`src/rtl/led_scan_decoder_if.sv`:
```
// Display scan bus: sampled anode/segment lines in, rebuilt digits and status out.
interface led_scan_decoder_if #(
  parameter int ERR_W = 8
);
  logic             a3, a2, a1, a0;
  logic [6:0]       seg;
  logic [3:0]       digit0, digit1, digit2, digit3;
  logic [3:0]       digit_valid;
  logic             frame_done;
  logic             scan_err;
  logic             code_err;
  logic             locked;
  logic [ERR_W-1:0] err_count;

  modport master (
    output a3, a2, a1, a0, seg,
    input  digit0, digit1, digit2, digit3, digit_valid,
    input  frame_done, scan_err, code_err, locked, err_count
  );

  modport slave (
    input  a3, a2, a1, a0, seg,
    output digit0, digit1, digit2, digit3, digit_valid,
    output frame_done, scan_err, code_err, locked, err_count
  );
endinterface

```
`src/rtl/led_scan_decoder.sv`:
```
// Rebuilds four hex digits from a multiplexed active-low 7-seg scan and checks scan order.
// Latency 2 clk input to output at STABLE_CYCLES=1; no backpressure, every sample is consumed.
module led_scan_decoder #(
  parameter int STABLE_CYCLES = 1,
  parameter int ERR_W         = 8
) (
  input  logic               clk,
  input  logic               reset,
  led_scan_decoder_if.slave  bus
);
  typedef enum logic {HUNT, TRACK} state_t;

  state_t           state, state_n;
  logic [3:0]       an_q, an_prev;
  logic [6:0]       seg_q, seg_prev;
  logic [7:0]       stab_cnt, cnt_n;
  logic             captured, captured_n, capture;
  logic [1:0]       exp_idx, exp_n, idx;
  logic [3:0]       digit_q [4];
  logic [3:0]       valid_q;
  logic             frame_q, scan_q, code_q;
  logic             frame_n, scan_n, code_n, wr;
  logic [ERR_W-1:0] err_q, err_n;
  logic             onehot, malformed, same_an;
  logic             known;
  logic [3:0]       glyph;

  always_comb begin
    onehot = 1'b1;
    idx    = 2'd0;
    case (an_q)
      4'b1110: idx = 2'd0;
      4'b1101: idx = 2'd1;
      4'b1011: idx = 2'd2;
      4'b0111: idx = 2'd3;
      default: onehot = 1'b0;
    endcase
    malformed = !onehot && (an_q != 4'b1111);
  end

  always_comb begin
    known = 1'b1;
    glyph = 4'h0;
    case (seg_q)
      7'h40: glyph = 4'h0;
      7'h79: glyph = 4'h1;
      7'h24: glyph = 4'h2;
      7'h30: glyph = 4'h3;
      7'h19: glyph = 4'h4;
      7'h12: glyph = 4'h5;
      7'h02: glyph = 4'h6;
      7'h78: glyph = 4'h7;
      7'h00: glyph = 4'h8;
      7'h10: glyph = 4'h9;
      7'h08: glyph = 4'hA;
      7'h03: glyph = 4'hB;
      7'h46: glyph = 4'hC;
      7'h21: glyph = 4'hD;
      7'h06: glyph = 4'hE;
      7'h0E: glyph = 4'hF;
      default: known = 1'b0;
    endcase
  end

  // A dwell is a run of one one-hot anode; blank or malformed samples end it.
  always_comb begin
    same_an = (an_q == an_prev);
    if (!onehot)
      cnt_n = 8'd0;
    else if (!same_an || (seg_q != seg_prev))
      cnt_n = 8'd1;
    else if (stab_cnt != 8'hFF)
      cnt_n = stab_cnt + 8'd1;
    else
      cnt_n = stab_cnt;
    capture    = onehot && !(same_an && captured) && (cnt_n == 8'(STABLE_CYCLES));
    captured_n = onehot && ((same_an && captured) || capture);
  end

  always_comb begin
    wr      = 1'b0;
    scan_n  = 1'b0;
    frame_n = 1'b0;
    state_n = state;
    exp_n   = exp_idx;
    if (malformed) begin
      scan_n  = 1'b1;
      state_n = HUNT;
    end else if (capture) begin
      if (state == HUNT) begin
        if (idx == 2'd0) begin
          wr      = 1'b1;
          state_n = TRACK;
          exp_n   = 2'd1;
        end
      end else if (idx == exp_idx) begin
        wr      = 1'b1;
        exp_n   = idx + 2'd1;
        frame_n = (idx == 2'd3);
      end else begin
        scan_n = 1'b1;
        // An early digit 0 is a resync, not a loss of lock.
        if (idx == 2'd0) begin
          wr    = 1'b1;
          exp_n = 2'd1;
        end else begin
          state_n = HUNT;
        end
      end
    end
    code_n = wr && !known;
    err_n  = ((scan_n || code_n) && (err_q != '1)) ? err_q + ERR_W'(1) : err_q;
  end

  always_ff @(posedge clk or posedge reset) begin
    if (reset) begin
      state    <= HUNT;
      an_q     <= 4'hF;
      an_prev  <= 4'hF;
      seg_q    <= 7'h7F;
      seg_prev <= 7'h7F;
      stab_cnt <= 8'd0;
      captured <= 1'b0;
      exp_idx  <= 2'd0;
      for (int i = 0; i < 4; i++) digit_q[i] <= 4'h0;
      valid_q  <= 4'h0;
      frame_q  <= 1'b0;
      scan_q   <= 1'b0;
      code_q   <= 1'b0;
      err_q    <= '0;
    end else begin
      an_q     <= {bus.a3, bus.a2, bus.a1, bus.a0};
      seg_q    <= bus.seg;
      an_prev  <= an_q;
      seg_prev <= seg_q;
      stab_cnt <= cnt_n;
      captured <= captured_n;
      state    <= state_n;
      exp_idx  <= exp_n;
      frame_q  <= frame_n;
      scan_q   <= scan_n;
      code_q   <= code_n;
      err_q    <= err_n;
      if (wr) begin
        if (known) begin
          digit_q[idx] <= glyph;
          valid_q[idx] <= 1'b1;
        end else begin
          valid_q[idx] <= 1'b0;
        end
      end
    end
  end

  assign bus.digit0      = digit_q[0];
  assign bus.digit1      = digit_q[1];
  assign bus.digit2      = digit_q[2];
  assign bus.digit3      = digit_q[3];
  assign bus.digit_valid = valid_q;
  assign bus.frame_done  = frame_q;
  assign bus.scan_err    = scan_q;
  assign bus.code_err    = code_q;
  assign bus.locked      = (state == TRACK);
  assign bus.err_count   = err_q;
endmodule

```
`src/flat_wrapper.sv`:
```
// flat-port wrapper written by rule: the top's interface ports become plain ports
module led_scan_decoder_flat 
#(
  parameter int STABLE_CYCLES = 1,
  parameter int ERR_W         = 8
)
  (clk, reset, bus_a3, bus_a2, bus_a1, bus_a0, bus_seg, bus_digit0, bus_digit1, bus_digit2, bus_digit3, bus_digit_valid, bus_frame_done, bus_scan_err, bus_code_err, bus_locked, bus_err_count);
  led_scan_decoder_if #(.ERR_W(ERR_W)) bus_i ();
  input  logic clk;
  input  logic reset;
  input wire logic [$bits(bus_i.a3)-1:0] bus_a3;
  input wire logic [$bits(bus_i.a2)-1:0] bus_a2;
  input wire logic [$bits(bus_i.a1)-1:0] bus_a1;
  input wire logic [$bits(bus_i.a0)-1:0] bus_a0;
  input wire logic [$bits(bus_i.seg)-1:0] bus_seg;
  output wire logic [$bits(bus_i.digit0)-1:0] bus_digit0;
  output wire logic [$bits(bus_i.digit1)-1:0] bus_digit1;
  output wire logic [$bits(bus_i.digit2)-1:0] bus_digit2;
  output wire logic [$bits(bus_i.digit3)-1:0] bus_digit3;
  output wire logic [$bits(bus_i.digit_valid)-1:0] bus_digit_valid;
  output wire logic [$bits(bus_i.frame_done)-1:0] bus_frame_done;
  output wire logic [$bits(bus_i.scan_err)-1:0] bus_scan_err;
  output wire logic [$bits(bus_i.code_err)-1:0] bus_code_err;
  output wire logic [$bits(bus_i.locked)-1:0] bus_locked;
  output wire logic [$bits(bus_i.err_count)-1:0] bus_err_count;
  assign bus_i.a3 = bus_a3;
  assign bus_i.a2 = bus_a2;
  assign bus_i.a1 = bus_a1;
  assign bus_i.a0 = bus_a0;
  assign bus_i.seg = bus_seg;
  assign bus_digit0 = bus_i.digit0;
  assign bus_digit1 = bus_i.digit1;
  assign bus_digit2 = bus_i.digit2;
  assign bus_digit3 = bus_i.digit3;
  assign bus_digit_valid = bus_i.digit_valid;
  assign bus_frame_done = bus_i.frame_done;
  assign bus_scan_err = bus_i.scan_err;
  assign bus_code_err = bus_i.code_err;
  assign bus_locked = bus_i.locked;
  assign bus_err_count = bus_i.err_count;
  led_scan_decoder #(.STABLE_CYCLES(STABLE_CYCLES), .ERR_W(ERR_W)) u_core (.clk(clk), .reset(reset), .bus(bus_i));
endmodule
```
`config.mk`:
```
export PLATFORM = sky130hd
export DESIGN_NAME = led_scan_decoder_flat
export DESIGN_NICKNAME = d
export VERILOG_FILES = /design/src/rtl/led_scan_decoder_if.sv /design/src/rtl/led_scan_decoder.sv /design/src/flat_wrapper.sv
export SDC_FILE = /design/constraint.sdc
export NUM_CORES = 1
export LEC_CHECK = 0
export CAP_MARGIN = 20
export CORE_ASPECT_RATIO = 1.5
export CORE_MARGIN = 4
export CORE_UTILIZATION = 40
export CTS_CLUSTER_DIAMETER = 50
export DETAILED_ROUTE_END_ITERATION = 12
export DONT_BUFFER_PORTS = 1
export HOLD_SLACK_MARGIN = 0.1
export SLEW_MARGIN = 40
export SYNTH_ARGS = -nofsm -noshare
export SYNTH_HDL_FRONTEND = slang
export SYNTH_SLANG_ARGS = --single-unit
```
`constraint.sdc`:
```
create_clock -name clk -period 4.7 [get_ports clk]
set_input_delay 0.47 -clock clk [delete_from_list [all_inputs] [get_ports clk]]
set_output_delay 0.47 -clock clk [all_outputs]
set_load 0.005 [all_outputs]
```
# Word-level counts from Yosys, hierarchy flattened
# Cells that the tools add are included.
word_totals:
  out_inout_bits: 32
  input_bits: 13
  regBits: 65
  mem_bits_ro: 0
  latch_bits: 0
  word_cells: 110
  n_memories: 0
  mem_bits_rw: 0
op_classes:
  n_bitwise: 5
  multipliers: 0
  n_lt_le_gt_ge: 4
  n_reduce_logical: 23
  mux: 31
  addsub: 3
  n_shift: 0
  n_div: 0
  n_eq_ne: 27
op_table:
  columns: ["op", "n"]
  rows:
  - ["4-bit case mux with 15 select lines", 1]
  - ["7-bit == test, second input constant", 4]
  - ["8-bit 2-to-1 mux", 3]
  - ["7-bit by 5-bit == test with 1-bit output, second input constant", 3]
  - ["7-bit by 6-bit == test with 1-bit output, second input constant", 3]
  - ["1-bit 2-to-1 mux", 18]
  - ["8-bit by 1-bit adder with 8-bit output, second input constant", 2]
  - ["16-bit bitwise mux", 1]
  - ["8-bit inequality test, second input constant", 2]
  - ["16-bit OR reduction", 1]
  - ["7-bit by 2-bit == test with 1-bit output, second input constant", 2]
  - ["7-bit by 4-bit == test with 1-bit output, second input constant", 2]
  - ["4-bit == test, second input constant", 3]
  - ["1-bit logical AND", 9]
  - ["4-bit demux with 2-bit select", 1]
  - ["8-bit by 1-bit == test with 1-bit output, second input constant", 1]
  - ["4-bit 2-to-1 mux", 2]
  - ["7-bit by 3-bit == test with 1-bit output, second input constant", 1]
  - ["7-bit zero test", 1]
  - ["7-bit inequality test", 1]
  - ["2-bit 2-to-1 mux", 3]
  - ["2-bit case mux with 3 select lines", 1]
  - ["4-bit AND", 1]
  - ["4-bit by 3-bit == test with 1-bit output, second input constant", 1]
  - ["other kinds (20)", 26]

# Longest topological paths before layout
# Gate-level depths: netlist (run 1).
depth:
  depth_word: 12
  mapped_depth: 9
  mapped_depth_nobuf: 8

# Worst setup path after synthesis (run 1)
# Ideal clock, no wire load.
synth_timing:
  path_type: "register to register"
  startpoint: "reg u_core.seg_q[3]"
  endpoint: "reg u_core.digit_q (netlist bit u_core.bus.digit0[0])"
  period_less_slack_ps: 2420
  path_buffers: 1
  slack_ps: 2280
  arrival_time_ps: 2295
  path_stages_with_launch: 9
  required_time_ps: 4575
  setup_ps: 125
  cell_sequence: "dfstp_2 -> buf_2 -> nor4b_1 -> a31oi_1 -> o31a_1 -> o21ai_0 -> or2_4 -> and2b_2 -> mux2_2"
synth_via:
  elab_chain_cells: 9
  word_cells_on_any_way: 29
  classes_between: "17 x eq/ne; 7 x mux; 5 x reduce/logical"
synth_lines:
  columns: ["element", "line_no", "text"]
  rows:
  - ["start, declared", "led_scan_decoder.sv:15", "logic [6:0] seg_q, seg_prev;"]
  - ["start signal, assigned", "led_scan_decoder.sv:133", "seg_q <= bus.seg;"]
  - ["7-bit inequality test", "led_scan_decoder.sv:70", "else if (!same_an || (seg_q != seg_prev))"]
  - ["1-bit logical OR", "led_scan_decoder.sv:70", null]
  - ["8-bit 2-to-1 mux", "led_scan_decoder.sv:70", null]
  - ["8-bit 2-to-1 mux", "led_scan_decoder.sv:68", "if (!onehot)"]
  - ["8-bit by 1-bit == test with 1-bit output", "led_scan_decoder.sv:76", "capture = onehot && !(same_an && captured) && (cnt_n == 8'(STABLE_CYCLES));"]
  - ["1-bit logical AND", "led_scan_decoder.sv:76", null]
  - ["1-bit 2-to-1 mux", "led_scan_decoder.sv:89", "end else if (capture) begin"]
  - ["1-bit 2-to-1 mux", "led_scan_decoder.sv:86", "if (malformed) begin"]
  - ["2-bit AND reduction (no source line)", null, null]
  - ["end signal, assigned by index", "led_scan_decoder.sv:146", "digit_q[idx] <= glyph;"]
  - ["end, declared", "led_scan_decoder.sv:19", "logic [3:0] digit_q [4];"]
# Several ways; a longest one is shown, not always the timed one.
# A chain may end at the register's enable or synchronous reset.

# Worst setup path after layout (run 1)
layout_timing:
  startpoint: "reg u_core.seg_q[2]"
  endpoint: "reg u_core.digit_q (netlist bit u_core.bus.digit0[3])"
# Same word-level chain as after synthesis.

==> impl_results.md, run 1 <==
- Die Width: 80.6 um
- F_max: ~360 MHz
- Final Hold Fails: 0
- Final setup TNS: 0 ns
- Worst slew pin tran: 0.748 ns
- Largest net degree at the start of global routing: 66
- Initial core utilization: 41.2%
- Status: completed
- Total gr overflow: 0
- Max cap viols: 0
- CTS HTree Levels: 3
- Clk sinks: 65
- DRC: 0
- Dpl hpwl: 4330 um
- Area contributors post-synth: dfrtp_1 34%, dfstp_2 18%, mux2_2 6.8%, xnor2_1 3.6%, xor2_1 2.5%
- Fraction of layout cells with a size suffix above 1: a little over a quarter
- Wire per inst: 15.9 um
- Unrepaired setup endpoints after global routing: false
- Wirelength, routed: 6140 um
- Ys async rst share: 100%
- Final non-filler cell total: 385
- Mapped cell area: 3160 um2
- IO Pins: 45
- Commonest non-fill, non-tap cells in the layout: 43 x dfrtp_1, 22 x dfstp_2, 19 x mux2_2
- Count of pins over their slew limit: 0
- Placement row count: 39
- Vias in the first global route: 2074
- Synth Instances: 278
- CTS tree: built
- Hold Path Class: primary input to register
- Yosys reg bits: 65
- Vias per cell: 5.44
- Predominant post-synthesis flop cell: dfrtp_1
- Register area share after synthesis: 52.4%
- Slew headroom: 49.5%
- Final worst-path cycle share: 58.7%
- Power Density: 453 nW/um2
- Initial antenna violation count: 0
- Maximum buffer depth of the clock tree: 2
- Die ar.: 9410 um2
- Clock skew: 0.00653 ns
- Post-synth cell types: roughly 60
- Root Driver: clkbuf_16
- Net count after synthesis: 297
- Antenna Diode Count: 0
- Critical path launch point type: register
- Commonest non-fill, non-tap cell in the layout: dfrtp_1
- Min Tclk post-route: 2.76 ns
- Cts repair resizes: 0
- Antenna viol nets, final: 0
- Drt initial violations: between 60 and 70
- First-pass GRT wire length: 10400 um
- Max IR drop VDD: 0.000252 V
- Leakage power: around 1.5 nW
- Synth top area share: 34.1%
- Gr usage total: between 10% and 20%
- CP arrival: 2.98 ns
- TritonCTS Buffers: 9
- First-pass DRT Iterations: 4
- Yosys warnings: 0
- Crit path required time: 4.92 ns
- Worst setup EP type: register
- I/O Buffers: 0
- Clk slew on worst S/H paths: 0.06 ns
- Cells after DPL: between 300 and 400
- Via count: 2096
- Largest area contributor in the netlist: dfrtp_1
- Layout area overhead: 13.4%
- # nets final: 297
- Core Box Area: 7660 um2
- Hold_buf cts: 0
- Setup Crit Path Kind: register to register
- Routability Congestion: around 0.8
- Setup violators final: 0
- Syn avg cell area: 11.4 um2
- Setup Fix Bufs, Post-CTS: 0
- Worst Path Max Fanout: 13
- Die height: 117 um
- Clk Latency, worst-skew pair: between 0.3 and 0.4 ns
- Post-synth EDFFs: 0
[cell usage after synthesis, types with 2 or more instances]
library cell,n
xnor2_1,13
buf_2,8
a21oi_1,5
inv_1,9
dfstp_2,22
nand3_4,3
o31ai_1,2
nor3_1,9
and2_1,2
dfrtp_1,43
mux2_2,19
nand3_1,15
a31oi_1,4
nor4_1,5
o22ai_1,2
mux2i_1,2
nor2_1,14
or2_2,3
clkbuf_1,2
nand2_1,15
o211ai_1,2
or3_1,2
xor2_1,9
nand2b_1,5
a21bo_2,3
a21o_1,2
nand4_1,6
nor4bb_1,3
o21ai_0,7
nor3b_1,3
ha_1,6
and3_1,6
[stage by stage]
stage | util [%] | power [mW] | worst slack (ns) | area [um2] | hold WS (ns)
5_1_grt | 46.8 | 1.70 | 1.68 | 3580 | 0.113
3_3_place_gp | 42.1 | 0.845 | 1.99 | 3230 | 0.410
2_1_floorplan | - | 0.809 | 2.28 | 3160 | 0.352
4_1_cts | 46.7 | 1.65 | 1.91 | 3580 | 0.113
6_report | 46.8 | 1.62 | 1.94 | 3580 | 0.130
3_5_place_dp | 42.1 | 0.849 | 1.92 | 3230 | 0.409
[critical path, cell delays in order, from the launching register on]
cell      delay [ns]
dfstp_2         0.65
nor4bb_1        0.38
nand2_1         0.12
o31a_1          0.12
o21ai_0         0.51
or2_4           0.30
and2b_2         0.22
mux2_2          0.34
[sequential cells by signal (all words and copies together) (netlist names), 2 cells and up, named ones only]
register	flops
u_core.an_prev	4
u_core.an_q	4
u_core.bus.digit0	4
u_core.bus.digit1	4
u_core.bus.digit2	4
u_core.bus.digit3	4
u_core.bus.err_count	8
u_core.exp_idx	2
u_core.seg_prev	7
u_core.seg_q	7
u_core.stab_cnt	8
[kinds of logic after synthesis]
kind of cell / synth area share (%)
multiplexers: 7.41
AND/OR/NAND/NOR: 19.3
flip-flops: 52.4
AO/OA/AOI/OAI: 9.23
XOR/XNOR: 6.10
adder cells (fa/ha/maj): 2.38
buffers and inverters: 3.17
[metal layers]
metal	part of all wire [%]	vias to the layer above	GRT usage, %
met4	2.2	0	7.55
met1	40	1030	16.9
met5	0	-	0
met3	5.5	13	5.36
met2	52	43	24.1
li1	-	1010	-
[final timing paths]
path / startpoint / endpoint / slack (ns) / depth (start not counted)
max: u_core.seg_q[2] / u_core.bus.digit0[3] / 1.94 / 7
min: bus_seg[2] / u_core.seg_q[2] / 0.13 / 0
max reg2reg: u_core.seg_q[2] / u_core.bus.digit0[3] / 1.94 / 7
min reg2reg: u_core.an_q[0] / u_core.an_prev[0] / 0.41 / 0
max in group asynchronous: reset / u_core.seg_prev[0] / 4.14 / 2
min in group asynchronous: reset / u_core.bus.code_err / 0.15 / 2
[report_power, final]
group          switching (mW)  internal (mW)  leakage (nW)
clock                   0.247          0.535         0.173
combinational          0.0745         0.0700         0.564
sequential             0.0751          0.621         0.805
total                   0.397           1.23          1.54
[final cells by class]
class / count / area (um2)
Fill cell: 703 / 4080
Timing Repair Buffer: 1 / 11.3
Sequential cell: 65 / 1650
Tap cell: 102 / 128
Clock buffer: 10 / 239
Multi-Input combinational cell: 192 / 1400
Clock inverter: 6 / 113
Inverter: 9 / 33.8
Power figures use the tool's default switching activity.
==> run 2: changes to the inputs <==
Clock period 4.7 ns to 2.5 ns, I/O delays scaled along.
==> run 2 against run 1 <==
Against the previous run:
- global-route usage rose by 0.55 points
- die area did not move
- final area up 13%
- non-clock buffer count rose by 46
- worst hold slack better by 0.28 ns
- cell count rose by 12%
- routed wire length rose by 8.9%
- clock power grew 59%
- critical path type unchanged
- largest cell class unchanged
==> impl_results.md, run 2 (synthesis results as in run 1) <==
- I/O Buffers: 0 (unchanged)
- Count of pins over their slew limit: 0 (unchanged)
- First-pass GRT wire length: 11000 um (+5.7%)
- Commonest non-fill, non-tap cell in the layout: dfrtp_1
- Status: completed
- Via count: 2264 (+8.0%)
- Root Driver: clkbuf_16
- Clock skew: 0.00918 ns (+0.00265 ns)
- Hold Path Class: register to register
- CTS HTree Levels: 3 (unchanged)
- Clk slew on worst S/H paths: 0.06 ns (about the same)
- TritonCTS Buffers: 9 (unchanged)
- Final Hold Fails: 0 (unchanged)
- Clk sinks: 65 (unchanged)
- Setup Slack @ Placement: 0.00961 ns (-1.91 ns)
- Slowest CP cell: or4_4
- Vias in the first global route: 2292 (+11%)
- Crit path setup slack, layout: 0.0328 ns (-1.91 ns)
- Slew headroom: 56.1% (+6.6 points)
- Die ar.: 9410 um2 (unchanged)
- Initial core utilization: 41.2% (unchanged)
- Unrepaired setup endpoints after global routing: true
- Drt initial violations: 106 (+71%)
- Placement row count: 39 (unchanged)
- Commonest non-fill, non-tap cells in the layout: 43 x dfrtp_1, 32 x buf_4, 22 x dfstp_2
- Wirelength, routed: 6680 um (+8.9%)
- Maximum buffer depth of the clock tree: 2 (unchanged)
- F_max: 405 MHz (+12%)
- Layout area overhead: 28.2%
- Clk Latency, worst-skew pair: 0.33 ns (about the same)
- Fraction of layout cells with a size suffix above 1: 38.0% (+12 points)
- Gr usage total: 15.3% (+0.55 points)
- CP arrival: 2.69 ns (-0.29 ns)
- Die height: 117 um (unchanged)
- Crit path required time: 2.72 ns (-2.20 ns)
- Worst Path Max Fanout: 5 (-8)
- Worst setup EP type: register
- Crit path cell chain: or4_4 > nor4_4 > o21ai_2 > a21oi_4 > and2b_2 > buf_12 > nand3_4 > mux2_4
- # nets final: 343 (+15%)
- Worst slew pin tran: 0.658 ns (-0.0900 ns)
- Final worst-path cycle share: 98.7% (+40 points)
- Largest net degree at the start of global routing: 38 (-42%)
- Setup Crit Path Kind: register to register
- Antenna Diode Count: 0 (unchanged)
- Initial antenna violation count: 0 (unchanged)
- Final instance area: 4050 um2 (+13%)
- Antenna viol nets, final: 0 (unchanged)
- Leakage power: 1.77 nW (+15%)
- Area post-placement: 3420 um2 (+5.9%)
- Vias per cell: 5.25 (-3.5%)
- Power Density: 718 nW/um2 (+59%)
- Core Box Area: 7660 um2 (unchanged)
- Total gr overflow: 0 (unchanged)
- Wire per inst: 15.5 um (-2.7%)
- First-pass DRT Iterations: 4 (unchanged)
- Min Tclk post-route: 2.47 ns (-0.293 ns)
- Critical path launch point type: register
- Dpl hpwl: 4650 um (+7.3%)
- Max IR drop VDD: 0.000713 V (+180%)
- Routability Congestion: 0.786 (-1.4%)
- Slowest Stage Delay on Critical Path: 0.55 ns (-0.10 ns)
- CTS tree: built
- DRC: 0 (unchanged)
- IO Pins: 45 (unchanged)
- Die Width: 80.6 um (unchanged)
- Setup violators final: 0 (unchanged)
- Max cap viols: 0 (unchanged)
[run 2: changes by cell type in the layout (fill, tap and decap cells not counted), sizes merged]
| cell | before | now |
|---|---|---|
| clkinv | 1 | 4 |
| bufinv | 3 | 1 |
| buf | 1 | 34 |
| dlygate4sd3 | 0 | 12 |
| clkbuf | 10 | 12 |
| inv | 11 | 8 |
| clkinvlp | 0 | 1 |
[run 2: critical path: cells and delay by family, from the launching register on]
family / cells / cell delay, ns
AO/OA/AOI/OAI: 2 / 0.35
AND/OR/NAND/NOR: 4 / 1.18
buffers and inverters: 1 / 0.13
flip-flops: 1 / 0.38
multiplexers: 1 / 0.32
[run 2: timing repair]
action                     CTS  global route
setup buffers                0            12
setup endpoints to repair    3            25
hold endpoints to repair    33             0
pin swaps                    0            12
hold buffers                12             0
gates resized for setup      1            27
[run 2: metal layers]
metal | up-vias | track usage [%] | wire, um
li1 | 1097 | - | -
met1 | 1111 | 17.8 | 2660
met2 | 40 | 25.6 | 3510
met3 | 16 | 4.29 | 304
met4 | 0 | 7.89 | 204
met5 | - | 0 | 0
[run 2: cell type report]
| type | instances | area (um2) |
|---|---|---|
| Sequential cell | 65 | 1650 |
| Fill cell | 691 | 3610 |
| Tap cell | 102 | 128 |
| Clock buffer | 11 | 243 |
| Multi-Input combinational cell | 192 | 1530 |
| Timing Repair Buffer | 47 | 405 |
| Clock inverter | 5 | 56.3 |
| Inverter | 9 | 35.0 |
[run 2: metrics by stage]
step / setup TNS (ns) / utilization [%] / instances / total power, mW / hold WS, ns
floorplan: 0 / - / 278 / 1.52 / 0.254
global placement: 0 / 44.6 / 391 / 1.62 / 0.255
detailed placement: 0 / 44.6 / 391 / 1.63 / 0.255
CTS: 0 / 50.1 / 419 / 2.91 / 0.411
global route: -0.873 / 52.8 / 431 / 3.05 / 0.418
finish: 0 / 52.8 / 431 / 2.91 / 0.406
[run 2: worst paths after layout]
kind                                    start                   end  slack (ns)  depth (start not counted)
hold reg to reg               u_core.seg_q[6]    u_core.seg_prev[6]        0.41                          0
max in group asynchronous               reset     u_core.an_prev[1]        1.41                          3
min in group asynchronous               reset   u_core.bus.code_err        0.46                          2
setup reg to reg           u_core.stab_cnt[6]  u_core.bus.digit3[2]        0.03                          8
setup / recovery           u_core.stab_cnt[6]  u_core.bus.digit3[2]        0.03                          8
hold / removal                u_core.seg_q[6]    u_core.seg_prev[6]        0.41                          0
[run 2: power by group]
group / switching (mW) / total [mW] / leakage (nW) / internal [mW]
Combinational: 0.173 / 0.365 / 0.820 / 0.192
Sequential: 0.133 / 1.30 / 0.805 / 1.17
Clock: 0.446 / 1.24 / 0.145 / 0.796
==> run 3: changes to the inputs <==
==> constraint.sdc (replaced) <==
create_clock -name clk -period 2.5 [get_ports clk]
set_input_delay 0.5 -clock clk [delete_from_list [all_inputs] [get_ports clk]]
set_output_delay 0.5 -clock clk [all_outputs]
set_load 0.005 [all_outputs]
==> run 3 against run 2 <==
Against the previous run:
- combinational power fell by 5.8%
- die area unchanged
- final area fell by 3.3%
- non-clock buffer count is 13 lower
- sequential share of layout area grew 1.4 points
- fmax increased by 2.4%
- core utilization down 1.7 points
- clock-buffer cell count up 1
- global-route usage decreased by 0.061 points
- largest cell class unchanged
- largest power group unchanged
==> impl_results.md, run 3 (synthesis results as in run 1) <==
- Wire per inst: 16.1 um (+3.6%)
- Setup Slack @ Placement: -0.0565 ns (-0.0662 ns)
- Antenna viol nets, final: 0 (unchanged)
- Pwr Total: 2.93 mW (+0.86%)
- Final setup TNS: 0 ns (unchanged)
- Total gr overflow: 0 (unchanged)
- DRC: 0 (unchanged)
- Area post-placement: 3390 um2 (-0.81%)
- First-pass DRT Iterations: 4 (unchanged)
- CTS HTree Levels: 3 (unchanged)
- Antenna Diode Count: 0 (unchanged)
- Largest net degree at the start of global routing: 37 (-2.6%)
- Vias per cell: 5.27 (+0.33%)
- Commonest non-fill, non-tap cell in the layout: dfrtp_1
- Gr usage total: 15.2% (-0.061 points)
- Wirelength, routed: 6710 um (+0.45%)
- Unrepaired setup endpoints after global routing: true
- Routability Congestion: 0.802 (+2.0%)
- Clk sinks: 65 (unchanged)
- Critical path launch point type: register
- Final Hold Fails: 0 (unchanged)
- I/O Buffers: 0 (unchanged)
- Reg2reg start: u_core.stab_cnt[4]
- Post-layout util: 51.1% (-1.7 points)
- Final instance area: 3910 um2 (-3.3%)
- Count of pins over their slew limit: 0 (unchanged)
- Leakage power: 1.71 nW (-3.2%)
- Clk Latency, worst-skew pair: 0.33 ns (about the same)
- Initial core utilization: 41.2% (unchanged)
- IO Pins: 45 (unchanged)
- Initial antenna violation count: 0 (unchanged)
- WHS: 0.154 ns (-0.253 ns)
- Dpl hpwl: 4630 um (-0.34%)
- Worst setup startpoint: u_core.stab_cnt[4]
- Die Width: 80.6 um (unchanged)
- Crit path to: u_core.bus.digit0[0]
- Status: completed
- Crit path setup slack, layout: 0.0905 ns (+0.0576 ns)
- Die height: 117 um (unchanged)
- Commonest non-fill, non-tap cells in the layout: 43 x dfrtp_1, 30 x buf_4, 22 x dfstp_2
- Cells after DPL: 389 (-0.51%)
- Min Tclk post-route: 2.41 ns (-0.0576 ns)
- Drt initial violations: 123 (+16%)
- Power Density: 749 nW/um2 (+4.3%)
- Slew headroom: 55.9% (-0.20 points)
- Max IR drop VDD: 0.000388 V (-46%)
- First-pass GRT wire length: 10900 um (-1.2%)
- Fraction of layout cells with a size suffix above 1: 38.3% (+0.30 points)
- Hold Path Class: primary input to async pin
- Reg2Reg Depth: 7 (-1)
- Clock skew: 0.00446 ns (-0.00472 ns)
- Placement row count: 39 (unchanged)
- Flop2flop setup slack: 0.09 ns (+0.06 ns)
- Vias in the first global route: 2157 (-5.9%)
- Root Driver: clkbuf_16
- Layout area overhead: 23.9%
- Setup violators final: 0 (unchanged)
- Clk slew on worst S/H paths: 0.05 ns (about the same)
- Via count: 2203 (-2.7%)
- # nets final: 330 (-3.8%)
- Final worst-path cycle share: 96.4% (-2.3 points)
- RR Endpoint: u_core.bus.digit0[0]
- F_max: 415 MHz (+2.4%)
- Worst Path Max Fanout: 5 (unchanged)
- Final non-filler cell total: 418 (-3.0%)
- Die ar.: 9410 um2 (unchanged)
- Crit path required time: 2.71 ns (about the same)
- TritonCTS Buffers: 9 (unchanged)
- Max cap viols: 0 (unchanged)
- CP arrival: 2.62 ns (-0.07 ns)
- Core Box Area: 7660 um2 (unchanged)
- Worst setup EP type: register
- Setup Crit Path Kind: register to register
- Maximum buffer depth of the clock tree: 2 (unchanged)
- CTS tree: built
- Worst slew pin tran: 0.654 ns (-0.00476 ns)
[run 3: cell count changes in the layout (fill, tap and decap cells not counted), moves of 2 or more]
cell           change
buf_4              -2
clkbuf_8           +2
clkinv_2           -2
dlygate4sd3_1     -12
[run 3: layer usage]
layer,share of wire [%],track usage [%]
met2,53,24.9
met1,41,18.0
met5,0,0
met4,2.2,8.12
met3,4.5,4.52
[run 3: critical path, stage by stage (launching register included)]
cell and delay (ns):
dfrtp_1 0.40, or4_4 0.54, nor4_4 0.30, o21ai_2 0.12, a21oi_4 0.19, nand2_1 0.11
and2b_2 0.29, mux2_2 0.34
[run 3: repair_timing]
action | 4_1_cts | 5_1_grt
endpoints found under the setup margin | 13 | 23
pin swaps | 1 | 7
buffers inserted | 1 | 12
hold buffers | 0 | 0
gates resized for setup | 1 | 23
[run 3: cell type report]
type	instances	area [um2]
well taps	102	128
multi-input cells	192	1510
repair buffers	34	275
clock buffers	12	267
clock inverters	4	50.0
inverters	9	33.8
flip-flops and latches	65	1650
fillers	684	3750
[run 3: power by group]
group	switching, mW	internal [mW]	total, mW	leakage, nW
Sequential	0.130	1.17	1.30	0.805
Combinational	0.167	0.177	0.344	0.757
Clock	0.439	0.850	1.29	0.151
Total	0.736	2.19	2.93	1.71
[run 3: worst min path at each step]
stage / slack, ns / cells past startpoint / startpoint / to
4_1_cts: 0.15 / 0 / bus_a2 / u_core.an_q[2]
3_3_place_gp: 0.40 / 0 / u_core.an_q[1] / u_core.an_prev[1]
2_1_floorplan: 0.35 / 0 / u_core.an_q[1] / u_core.an_prev[1]
3_5_place_dp: 0.40 / 0 / u_core.an_q[1] / u_core.an_prev[1]
6_report: 0.15 / 1 / reset / u_core.bus.scan_err
5_1_grt: 0.15 / 0 / bus_a2 / u_core.an_q[2]
